File: config.mk
export PLATFORM = sky130hd
export DESIGN_NAME = timer_controller
export DESIGN_NICKNAME = d
export VERILOG_FILES = /design/src/rtl/timer_controller.sv
export SDC_FILE = /design/constraint.sdc
export NUM_CORES = 1
export LEC_CHECK = 0
export CAP_MARGIN = 0
export CELL_PAD_IN_SITES_DETAIL_PLACEMENT = 0
export CELL_PAD_IN_SITES_GLOBAL_PLACEMENT = 1
export CORE_ASPECT_RATIO = 0.9
export CORE_MARGIN = 2
export CORE_UTILIZATION = 46
export DETAILED_ROUTE_END_ITERATION = 6
export PLACE_DENSITY_LB_ADDON = 0.1
export SETUP_SLACK_MARGIN = 0.3
export SLEW_MARGIN = 25
export SYNTH_ARGS = -nofsm -noshare
export SYNTH_HDL_FRONTEND = slang
export SYNTH_SLANG_ARGS = --single-unit
export TNS_END_PERCENT = 100
File: constraint.sdc
create_clock -name clk -period 3.9 [get_ports clk]
set_clock_uncertainty 0.05 [all_clocks]
set_input_delay 0.39 -clock clk [delete_from_list [all_inputs] [get_ports clk]]
set_output_delay 0.39 -clock clk [all_outputs]
set_load 0.02 [all_outputs]
File: src/rtl/timer_controller.sv
// Memory-mapped prescaled timer: up-counter with compare limit, one-shot or
// auto-reload, and a sticky DONE flag that the CPU polls.
module timer_controller #(
  parameter logic [15:0] PRESCALE_RST = 16'd0,
  parameter logic [15:0] LIMIT_RST    = 16'hFFFF
) (
  input  logic        clk,
  input  logic        reset,
  input  logic        cs,
  input  logic        we,
  input  logic [1:0]  reg_sel,
  input  logic [15:0] in,
  output logic [15:0] out,
  output logic        done
);

  localparam int unsigned DATA_W = 16;

  localparam logic [1:0] REG_CTRL     = 2'd0;
  localparam logic [1:0] REG_PRESCALE = 2'd1;
  localparam logic [1:0] REG_LIMIT    = 2'd2;
  localparam logic [1:0] REG_COUNT    = 2'd3;

  // EN bit of CTRL is the run state itself.
  typedef enum logic {
    STOPPED = 1'b0,
    RUNNING = 1'b1
  } state_e;

  state_e              state_q, state_d;
  logic                auto_q, auto_d;
  logic                done_q, done_d;
  logic [DATA_W-1:0]   count_q, count_d;
  logic [DATA_W-1:0]   pc_q, pc_d;
  logic [DATA_W-1:0]   prescale_q, prescale_d;
  logic [DATA_W-1:0]   limit_q, limit_d;

  logic                wr_c;
  logic                tick_c;
  logic                done_set_c;
  logic                done_clr_c;

  // State and register file; synchronous active-low reset.
  always_ff @(posedge clk) begin
    if (!reset) begin
      state_q    <= STOPPED;
      auto_q     <= 1'b0;
      done_q     <= 1'b0;
      count_q    <= '0;
      pc_q       <= '0;
      prescale_q <= PRESCALE_RST;
      limit_q    <= LIMIT_RST;
    end else begin
      state_q    <= state_d;
      auto_q     <= auto_d;
      done_q     <= done_d;
      count_q    <= count_d;
      pc_q       <= pc_d;
      prescale_q <= prescale_d;
      limit_q    <= limit_d;
    end
  end

  // Next state: count/tick first, then CPU writes override the written register.
  always_comb begin
    state_d    = state_q;
    auto_d     = auto_q;
    count_d    = count_q;
    pc_d       = pc_q;
    prescale_d = prescale_q;
    limit_d    = limit_q;
    tick_c     = 1'b0;
    done_set_c = 1'b0;
    done_clr_c = 1'b0;
    wr_c       = cs & we;

    case (state_q)
      RUNNING: begin
        if (pc_q == prescale_q) begin
          pc_d   = '0;
          tick_c = 1'b1;
        end else begin
          pc_d = pc_q + DATA_W'(1);
        end
      end
      default: begin
      end
    endcase

    if (tick_c) begin
      if (count_q != limit_q) begin
        count_d = count_q + DATA_W'(1);
      end else begin
        done_set_c = 1'b1;
        if (auto_q) begin
          count_d = '0;
        end else begin
          state_d = STOPPED;
        end
      end
    end

    if (wr_c) begin
      case (reg_sel)
        REG_CTRL: begin
          state_d    = in[0] ? RUNNING : STOPPED;
          auto_d     = in[1];
          done_clr_c = in[15];
          // Starting from stopped restarts the prescaler phase.
          if (in[0] && (state_q == STOPPED)) begin
            pc_d = '0;
          end
        end
        REG_PRESCALE: begin
          prescale_d = in;
          pc_d       = '0;
        end
        REG_LIMIT: begin
          limit_d = in;
        end
        default: begin
          count_d = in;
          pc_d    = '0;
        end
      endcase
    end

    // An expiry in the same cycle as a clear must not be lost.
    done_d = (done_q & ~done_clr_c) | done_set_c;
  end

  // Read mux, combinational and independent of cs.
  always_comb begin
    out = '0;
    case (reg_sel)
      REG_CTRL:     out = {done_q, 13'b0, auto_q, state_q == RUNNING};
      REG_PRESCALE: out = prescale_q;
      REG_LIMIT:    out = limit_q;
      default:      out = count_q;
    endcase
  end

  assign done = done_q;

endmodule
After elaboration in Yosys (flattened, before gate mapping)
Cells that the tools add are included.
{"block": "op_classes", "reduce_logical": 6, "bitwise_logic": 5, "n_mux": 23, "n_eq_ne": 4, "add_sub_neg": 2}
{"operator": "$mux W16", "n": 9}
{"operator": "$pmux W16 S3", "n": 1}
{"operator": "$add A16 B1 Y16 const B", "n": 2}
{"operator": "$pmux W16 S2", "n": 1}
{"operator": "$eq A16 B16 Y1", "n": 1}
{"operator": "$ne A16 B16 Y1", "n": 1}
{"operator": "$mux W1", "n": 12}
{"operator": "$reduce_and A2 Y1", "n": 3}
{"operator": "$reduce_or A3 Y1", "n": 1}
{"operator": "$and A1 B1 Y1", "n": 2}
{"operator": "$eq A2 B1 Y1 const B", "n": 1}
{"operator": "$eq A2 B2 Y1 const B", "n": 1}
{"operator": "$logic_not A2 Y1", "n": 1}
{"operator": "$not A1 Y1", "n": 2}
{"operator": "$logic_and A1 B1 Y1", "n": 1}
{"operator": "$or A1 B1 Y1", "n": 1}
{"block": "totals", "out_inout_bits": 17, "word_cells": 47, "ff_bits": 67, "in_bits": 22}

Logic depth before layout (Yosys ltp)
Gate-level depths: netlist (run 1).
{"block": "depth", "word_depth": 6, "depth_mapped": 8, "mapped_depth_nobuf": 7}

Least setup slack after synthesis (run 1)
Ideal clock, no wire load.
{"block": "synth_path", "path_type": "input -> output", "startpoint": "input port reg_sel[0]", "endpoint": "output port out[10]", "arrival_ns": 1.690, "slack_ns": 1.770, "path_buffers": 2, "cell_stages": 4, "path_cell_list": "buf_1 > buf_1 > mux2_2 > a22o_1"}
{"block": "synth_between", "elab_chain_cells": 2}
{"item": "start: declaration", "line_no": "11", "source": "input logic [1:0] reg_sel,"}
{"item": "$eq A2 B2 Y1, or another cell as far along", "line_no": "135", "source": "case (reg_sel)"}
{"item": "$pmux W16 S3 (*)", "line_no": "135"}
{"item": "end: declaration", "line_no": "13", "source": "output logic [15:0] out,"}
Mark *: on every way between the ends. The rest lies on a longest branch, timed or not.

Final worst setup path (run 1)
{"block": "layout_path", "startpoint": "input port reg_sel[0]", "endpoint": "output port out[8]"}
The elaborated chain is that of the path after synthesis.

==> summary.txt, run 1 <==
status - completed
initial antenna violation count - 0
filler cell count - 771
# rows - 31
CTS buffer count - 9
Mapped Area - 3714 µm²
fmax - 0.3334 GHz
post-layout min period - 3.000 ns
Initial DRC Count - 143
share of cells above drive strength 1 - 8.740%
Post-Syn Nets - 484
Critical Path AT - 2.56 ns
crit-path max FO - 17
Longest Clk Path Bufs - 2
routed length per instance - 17.52 µm
first-pass GRT wire length - 16.96 mm
CP max-delay cell - clkdlybuf4s50_1
number of post-CTS setup repair buffers - 0
Final Hold Violating Endpoints - 0
Crit path required time - 3.46 ns
Rel. slew slack - 46.17%
DRC Markers - 0
vias in the first global route - 3,199
post_cts resized - 0
GPL Wtd Cong - 0.8628
grt met3 use - 5.629%
grt ovf - 0
final setup fails - 0
cts hold-fix bufs - 0
worst min path class - reg -> reg
H-tree lvl count - 3
Final Cycle Share - 76.91%
hpwl dp - 7.551 mm
dpl ws - 0.8946 ns
die area - 8809 µm²
global routing usage on met1 - 34.57%
Final nets - 512
met2 GRT Util - 38.96%
CTS tree - done
Critical R2R Launch - pc_q[7]
overall power - 1.551 mW
setup TNS - 0 ns
final WL - 10.36 mm
PortBufs - 38
Via Count - 3,377
most used cell, CP - clkdlybuf4s50_1
gr busiest metal - met2
max-cap violations - 0
average size of a mapped cell - 8.073 µm²
Yosys warning count - 0
Core Area - 7951 µm²
critical path type - in -> out
Pwr Density - 355.5 nW/µm²
number of I/O pins - 39
Pins Over Slew Limit - 0
Worst-Margin Slew - 0.8051 ns
Clock Root Buffer - clkbuf_8
R2R cell count - 6
crit end category - primary output
Synth-to-Final Area Change - 17.45%
First-pass DRT Iterations - 4
RSZ-0062 raised after global routing - false
CTS Sinks - 67
Antenna Nets Post-Route - 0
largest net degree at the start of global routing - 30
Total GRT Usage - 24.73%
Worst-Skew Late Latency - 0.34 ns
CP peak stage delay - 0.94 ns
crit path launch type - primary input
initial core utilization - 46.70%
Chip Height - 89.24 µm
sequential element share of the synthesized area - 36.12%
reg2reg end - count_q[8]
CTS clk-pin slew, worst paths - 0.07 ns
Lkg Pwr - 1.499 nW
FF+latch count, synth - 67
via/cell ratio - 5.714
setup ws final - 0.9005 ns
VDD IR max - 0.2391 mV
FF-to-FF setup slack - 1.35 ns
post-synth cell types - 46
hold_sp - prescale_q[11]
hold path cells - 2
end of the worst hold path - prescale_q[11]
Die X - 98.71 µm
crit path cell chain - clkdlybuf4s50_1 -> nor2b_1 -> buf_4 -> a22o_1 -> clkdlybuf4s50_1
Post-Syn Instances - 460
# diodes - 0
## report_power, final
part / total [mW] / internal (mW) / switching, mW
registers: 0.744 / 0.706 / 0.0377
logic: 0.221 / 0.106 / 0.114
clock network: 0.587 / 0.327 / 0.260
total: 1.55 / 1.14 / 0.412
## through the flow
stage                     cell area (µm²)  hold WS [ns]  utilization, %  std cells
after floorplan                      3714        0.4108               -        460
after global placement               4168        0.4282           52.42        576
after detailed placement             4168        0.4251           52.42        576
after CTS                            4362        0.4350           54.85        591
after global routing                 4362        0.4726           54.85        591
final                                4362        0.4341           54.85        591
## Yosys cell counts (all sizes together)
| master | count | area, µm² |
|---|---|---|
| nand2 | 97 | 364.1 |
| dfxtp | 67 | 1341 |
| nand3 | 29 | 150.1 |
| nor2 | 28 | 105.1 |
| xnor2 | 24 | 210.2 |
| xor2 | 23 | 201.4 |
| clkbuf | 22 | 82.58 |
| o21ai | 20 | 100.1 |
| a21boi | 16 | 120.1 |
| a31oi | 14 | 87.58 |
| a22o | 13 | 113.9 |
| mux2 | 13 | 146.4 |
| nand4 | 12 | 81.33 |
| or3 | 10 | 62.56 |
| buf | 9 | 42.54 |
| a21oi | 7 | 35.03 |
| nor4 | 6 | 52.55 |
| and3 | 5 | 31.28 |
| o211ai | 5 | 42.54 |
| and2 | 4 | 25.02 |
| nor3 | 4 | 20.02 |
| a211oi | 3 | 22.52 |
| inv | 3 | 11.26 |
| mux4 | 3 | 67.56 |
| nor2b | 3 | 18.77 |
| o21a | 3 | 22.52 |
| and4 | 2 | 17.52 |
| ha | 2 | 25.02 |
| mux2i | 2 | 20.02 |
| o41a | 2 | 22.52 |
| or4 | 2 | 15.01 |
| nand2b | 1 | 6.260 |
| nand4b | 1 | 8.760 |
| nor3b | 1 | 7.510 |
| o221ai | 1 | 8.760 |
| o31a | 1 | 8.760 |
| or2 | 1 | 6.260 |
| or3b | 1 | 8.760 |
## kinds of logic after synthesis
group,count (synthesis),synth area share (%)
AND/OR/NAND/NOR,207,26.42
AO/OA/AOI/OAI,85,15.73
adder cells (fa/ha/maj),2,0.6737
multiplexers,18,6.300
flip-flops,67,36.12
XOR/XNOR,47,11.08
buffers and inverters,34,3.672
## registers in the layout (all words and copies together), names as in the netlist
register	cells
prescale_q	16
auto_q	1
count_q	16
limit_q	16
pc_q	16
done	1
state_q	1
## critical path, delay by kind of cell
| kind | cells | cell delay, ns |
|---|---|---|
| buf+inv | 3 | 1.77 |
| simple gates | 1 | 0.21 |
| compound gates | 1 | 0.17 |
## layout by cell type, fill, tap and decap left out, drive strengths merged, types with 12 or more instances in the layout
cell type      synthesis  routed
o21ai                 20      20
nand3                 29      29
dfxtp                 67      67
nor2                  28      28
mux2                  13      13
nand2                 97      97
a22o                  13      13
nand4                 12      12
a21boi                16      16
clkdlybuf4s50          0      38
clkbuf                22      13
a31oi                 14      14
xnor2                 24      24
xor2                  23      23
## layout make-up
| class | count | area (µm²) | share of cell area (%) |
|---|---|---|---|
| Inverter | 3 | 11.26 | 0.2582 |
| Multi-Input combinational cell | 359 | 2236 | 51.26 |
| Clock buffer | 13 | 158.9 | 3.643 |
| Sequential cell | 67 | 1341 | 30.75 |
| Timing Repair Buffer | 48 | 455.4 | 10.44 |
| Tap cell | 99 | 123.9 | 2.840 |
| Clock inverter | 2 | 35.03 | 0.8032 |
## metal layers
metal / vias to the layer above / wire (µm)
met5: - / 0
met4: 0 / 161
met3: 16 / 492
met2: 87 / 4661
met1: 1607 / 5042
li1: 1667 / -
## worst max path at each step
| stage | startpoint | endpoint | slack [ns] | cells after the start |
|---|---|---|---|---|
| after floorplan | reg_sel[0] | out[10] | 1.77 | 4 |
| after global placement | reg_sel[0] | out[8] | 0.92 | 5 |
| after detailed placement | reg_sel[0] | out[11] | 0.89 | 5 |
| after CTS | reg_sel[0] | out[11] | 0.89 | 5 |
| after global routing | reg_sel[0] | out[3] | 0.72 | 5 |
| final | reg_sel[0] | out[8] | 0.90 | 5 |
Power figures use the tool's default switching activity.
==> inputs of run 2 (changes only) <==
--- a/config.mk
+++ b/config.mk
@@ -10,7 +10,7 @@
 export CELL_PAD_IN_SITES_GLOBAL_PLACEMENT = 1
 export CORE_ASPECT_RATIO = 0.9
 export CORE_MARGIN = 2
-export CORE_UTILIZATION = 46
+export CORE_UTILIZATION = 42
 export DETAILED_ROUTE_END_ITERATION = 6
 export PLACE_DENSITY_LB_ADDON = 0.1
 export SETUP_SLACK_MARGIN = 0.3
==> constraint.sdc (replaced) <==
create_clock -name clk -period 2.8 [get_ports clk]
set_clock_uncertainty 0.05 [all_clocks]
set_input_delay 0.28 -clock clk [delete_from_list [all_inputs] [get_ports clk]]
set_output_delay 0.28 -clock clk [all_outputs]
set_load 0.02 [all_outputs]
==> summary.txt, run 2 (synthesis results as in run 1) <==
status - completed
CTS clk-pin slew, worst paths - 0.07 ns
Area after DPL - 4295 µm²
crit-path max FO - 22
initial antenna violation count - 0
met1 wire length - 5.157 mm
Pins Over Slew Limit - 0
critical path type - in -> out
final setup fails - 0
die area - 9611 µm²
Via Count - 3,361
H-tree lvl count - 3
setup TNS - 0 ns
Final Hold Violating Endpoints - 0
Longest Clk Path Bufs - 2
Logic pwr share - 16.4%
Crit. Startpoint - reg_sel[1]
Clock Power Share - 34.2%
CTS buffer count - 9
Clock Root Buffer - clkbuf_8
critical path buffer and inverter count - 3
NetSw - 0.5881 mW
initial core utilization - 43.34%
Chip Height - 93.21 µm
Seq pwr share - 49.4%
hpwl dp - 8.012 mm
hold_ws - 0.4376 ns
Rel. slew slack - 56.73%
First-pass DRT Iterations - 4
cell family with most CP delay - buffers and inverters
routed length per instance - 17.25 µm
FF-to-FF setup slack - 0.51 ns
share of cells above drive strength 1 - 11.29%
GPL Wtd Cong - 0.8233
CP max-delay cell - clkdlybuf4s50_1
Total GRT Usage - 24.03%
most frequent cells in the layout - nand2_1 (97), dfxtp_1 (67), clkdlybuf4s50_1 (38), nor2_1 (28), nand3_1 (28)
post-layout min period - 2.442 ns
Crit path required time - 2.47 ns
met2 routed WL - 4.930 mm
worst min path class - reg -> reg
Final nets - 525
DP Cell Count - 608
RSZ-0062 raised after global routing - true
fmax - 0.4095 GHz
Worst-Margin Slew - 0.6490 ns
Final Cycle Share - 87.21%
via/cell ratio - 5.386
WP depth - 4
R2R cell count - 7
Max Used Layer - met4
crit path cell chain - clkdlybuf4s50_1 -> buf_12 -> mux4_2 -> clkdlybuf4s50_1
Switching Share - 28.37%
largest net degree at the start of global routing - 23
vias in the first global route - 3,230
VDD IR max - 0.3287 mV
final WL - 10.77 mm
most used cell, CP - clkdlybuf4s50_1
max-cap violations - 0
grt ovf - 0
Critical Path AT - 2.11 ns
DRC Markers - 0
CTS tree - done
number of I/O pins - 39
Worst-Skew Late Latency - 0.36 ns
# rows - 32
first-pass GRT wire length - 17.25 mm
Core Util, Final - 52.25%
Critical Path Sink - out[0]
CTS Sinks - 67
Synth-to-Final Area Change - 20.55%
Pwr Density - 463.0 nW/µm²
commonest non-fill, non-tap cell in the layout - nand2_1
cell area after layout - 4477 µm²
setup ws final - 0.3582 ns
dpl ws - 0.3109 ns
PortBufs - 38
Antenna Nets Post-Route - 0
Die X - 103.1 µm
crit path launch type - primary input
# diodes - 0
Lkg Pwr - 1.557 nW
overall power - 2.073 mW
Critical R2R Launch - count_q[14]
met3 wire length - 567 µm
Final Non-Filler Cells - 624
Core Area - 8568 µm²
Initial DRC Count - 189
crit end category - primary output
CP peak stage delay - 0.56 ns
reg2reg end - count_q[6]
Pint - 1.485 mW
-- run 2: changes by cell type in the layout (fill, tap and decap cells not counted), sizes merged --
cell,delta
clkinv,+2
buf,+13
clkbuf,-1
bufinv,-1
-- run 2: worst min path at each step --
stage | startpoint | end | slack [ns] | cells past startpoint
final | prescale_q[11] | prescale_q[11] | 0.44 | 2
after global routing | limit_q[15] | limit_q[15] | 0.46 | 2
after CTS | prescale_q[7] | prescale_q[7] | 0.44 | 2
after detailed placement | prescale_q[7] | prescale_q[7] | 0.43 | 2
after global placement | prescale_q[11] | prescale_q[11] | 0.43 | 2
after floorplan | in[0] | limit_q[0] | 0.35 | 2
-- run 2: final cells by class --
type,instances,area [µm²]
flip-flops and latches,67,1341
clock buffers,12,145.1
multi-input cells,359,2246
well taps,119,148.9
inverters,3,11.26
fillers,910,4091
repair buffers,61,569.3
clock inverters,3,15.01
-- run 2: what timing repair did --
| action | CTS | global route |
|---|---|---|
| pin swaps | 0 | 1 |
| hold buffers | 0 | 0 |
| setup buffers | 0 | 1 |
| resized for setup | 1 | 2 |
| endpoints found under the setup margin | 1 | 4 |
| endpoints found under the hold margin | 0 | 0 |
-- run 2: worst min-delay path, stage by stage, from the launching register on --
cell and delay (ns):
dfxtp_1 0.33, nand2_1 0.06, a21boi_1 0.05
-- run 2: layer usage --
metal  up-vias  track usage [%]
li1       1686                -
met4         0            5.702
met5         -                0
met2        75            36.69
met3         9            6.502
met1      1591            33.72
-- run 2: power by group through the flow --
stage / Sequential [mW] / Clock (mW) / Combinational (mW)
2_1_floorplan: 1.02 / 0 / 0.204
3_3_place_gp: 1.04 / 0 / 0.333
3_5_place_dp: 1.04 / 0 / 0.334
4_1_cts: 1.02 / 0.729 / 0.337
5_1_grt: 1.03 / 0.756 / 0.370
6_report: 1.02 / 0.708 / 0.341
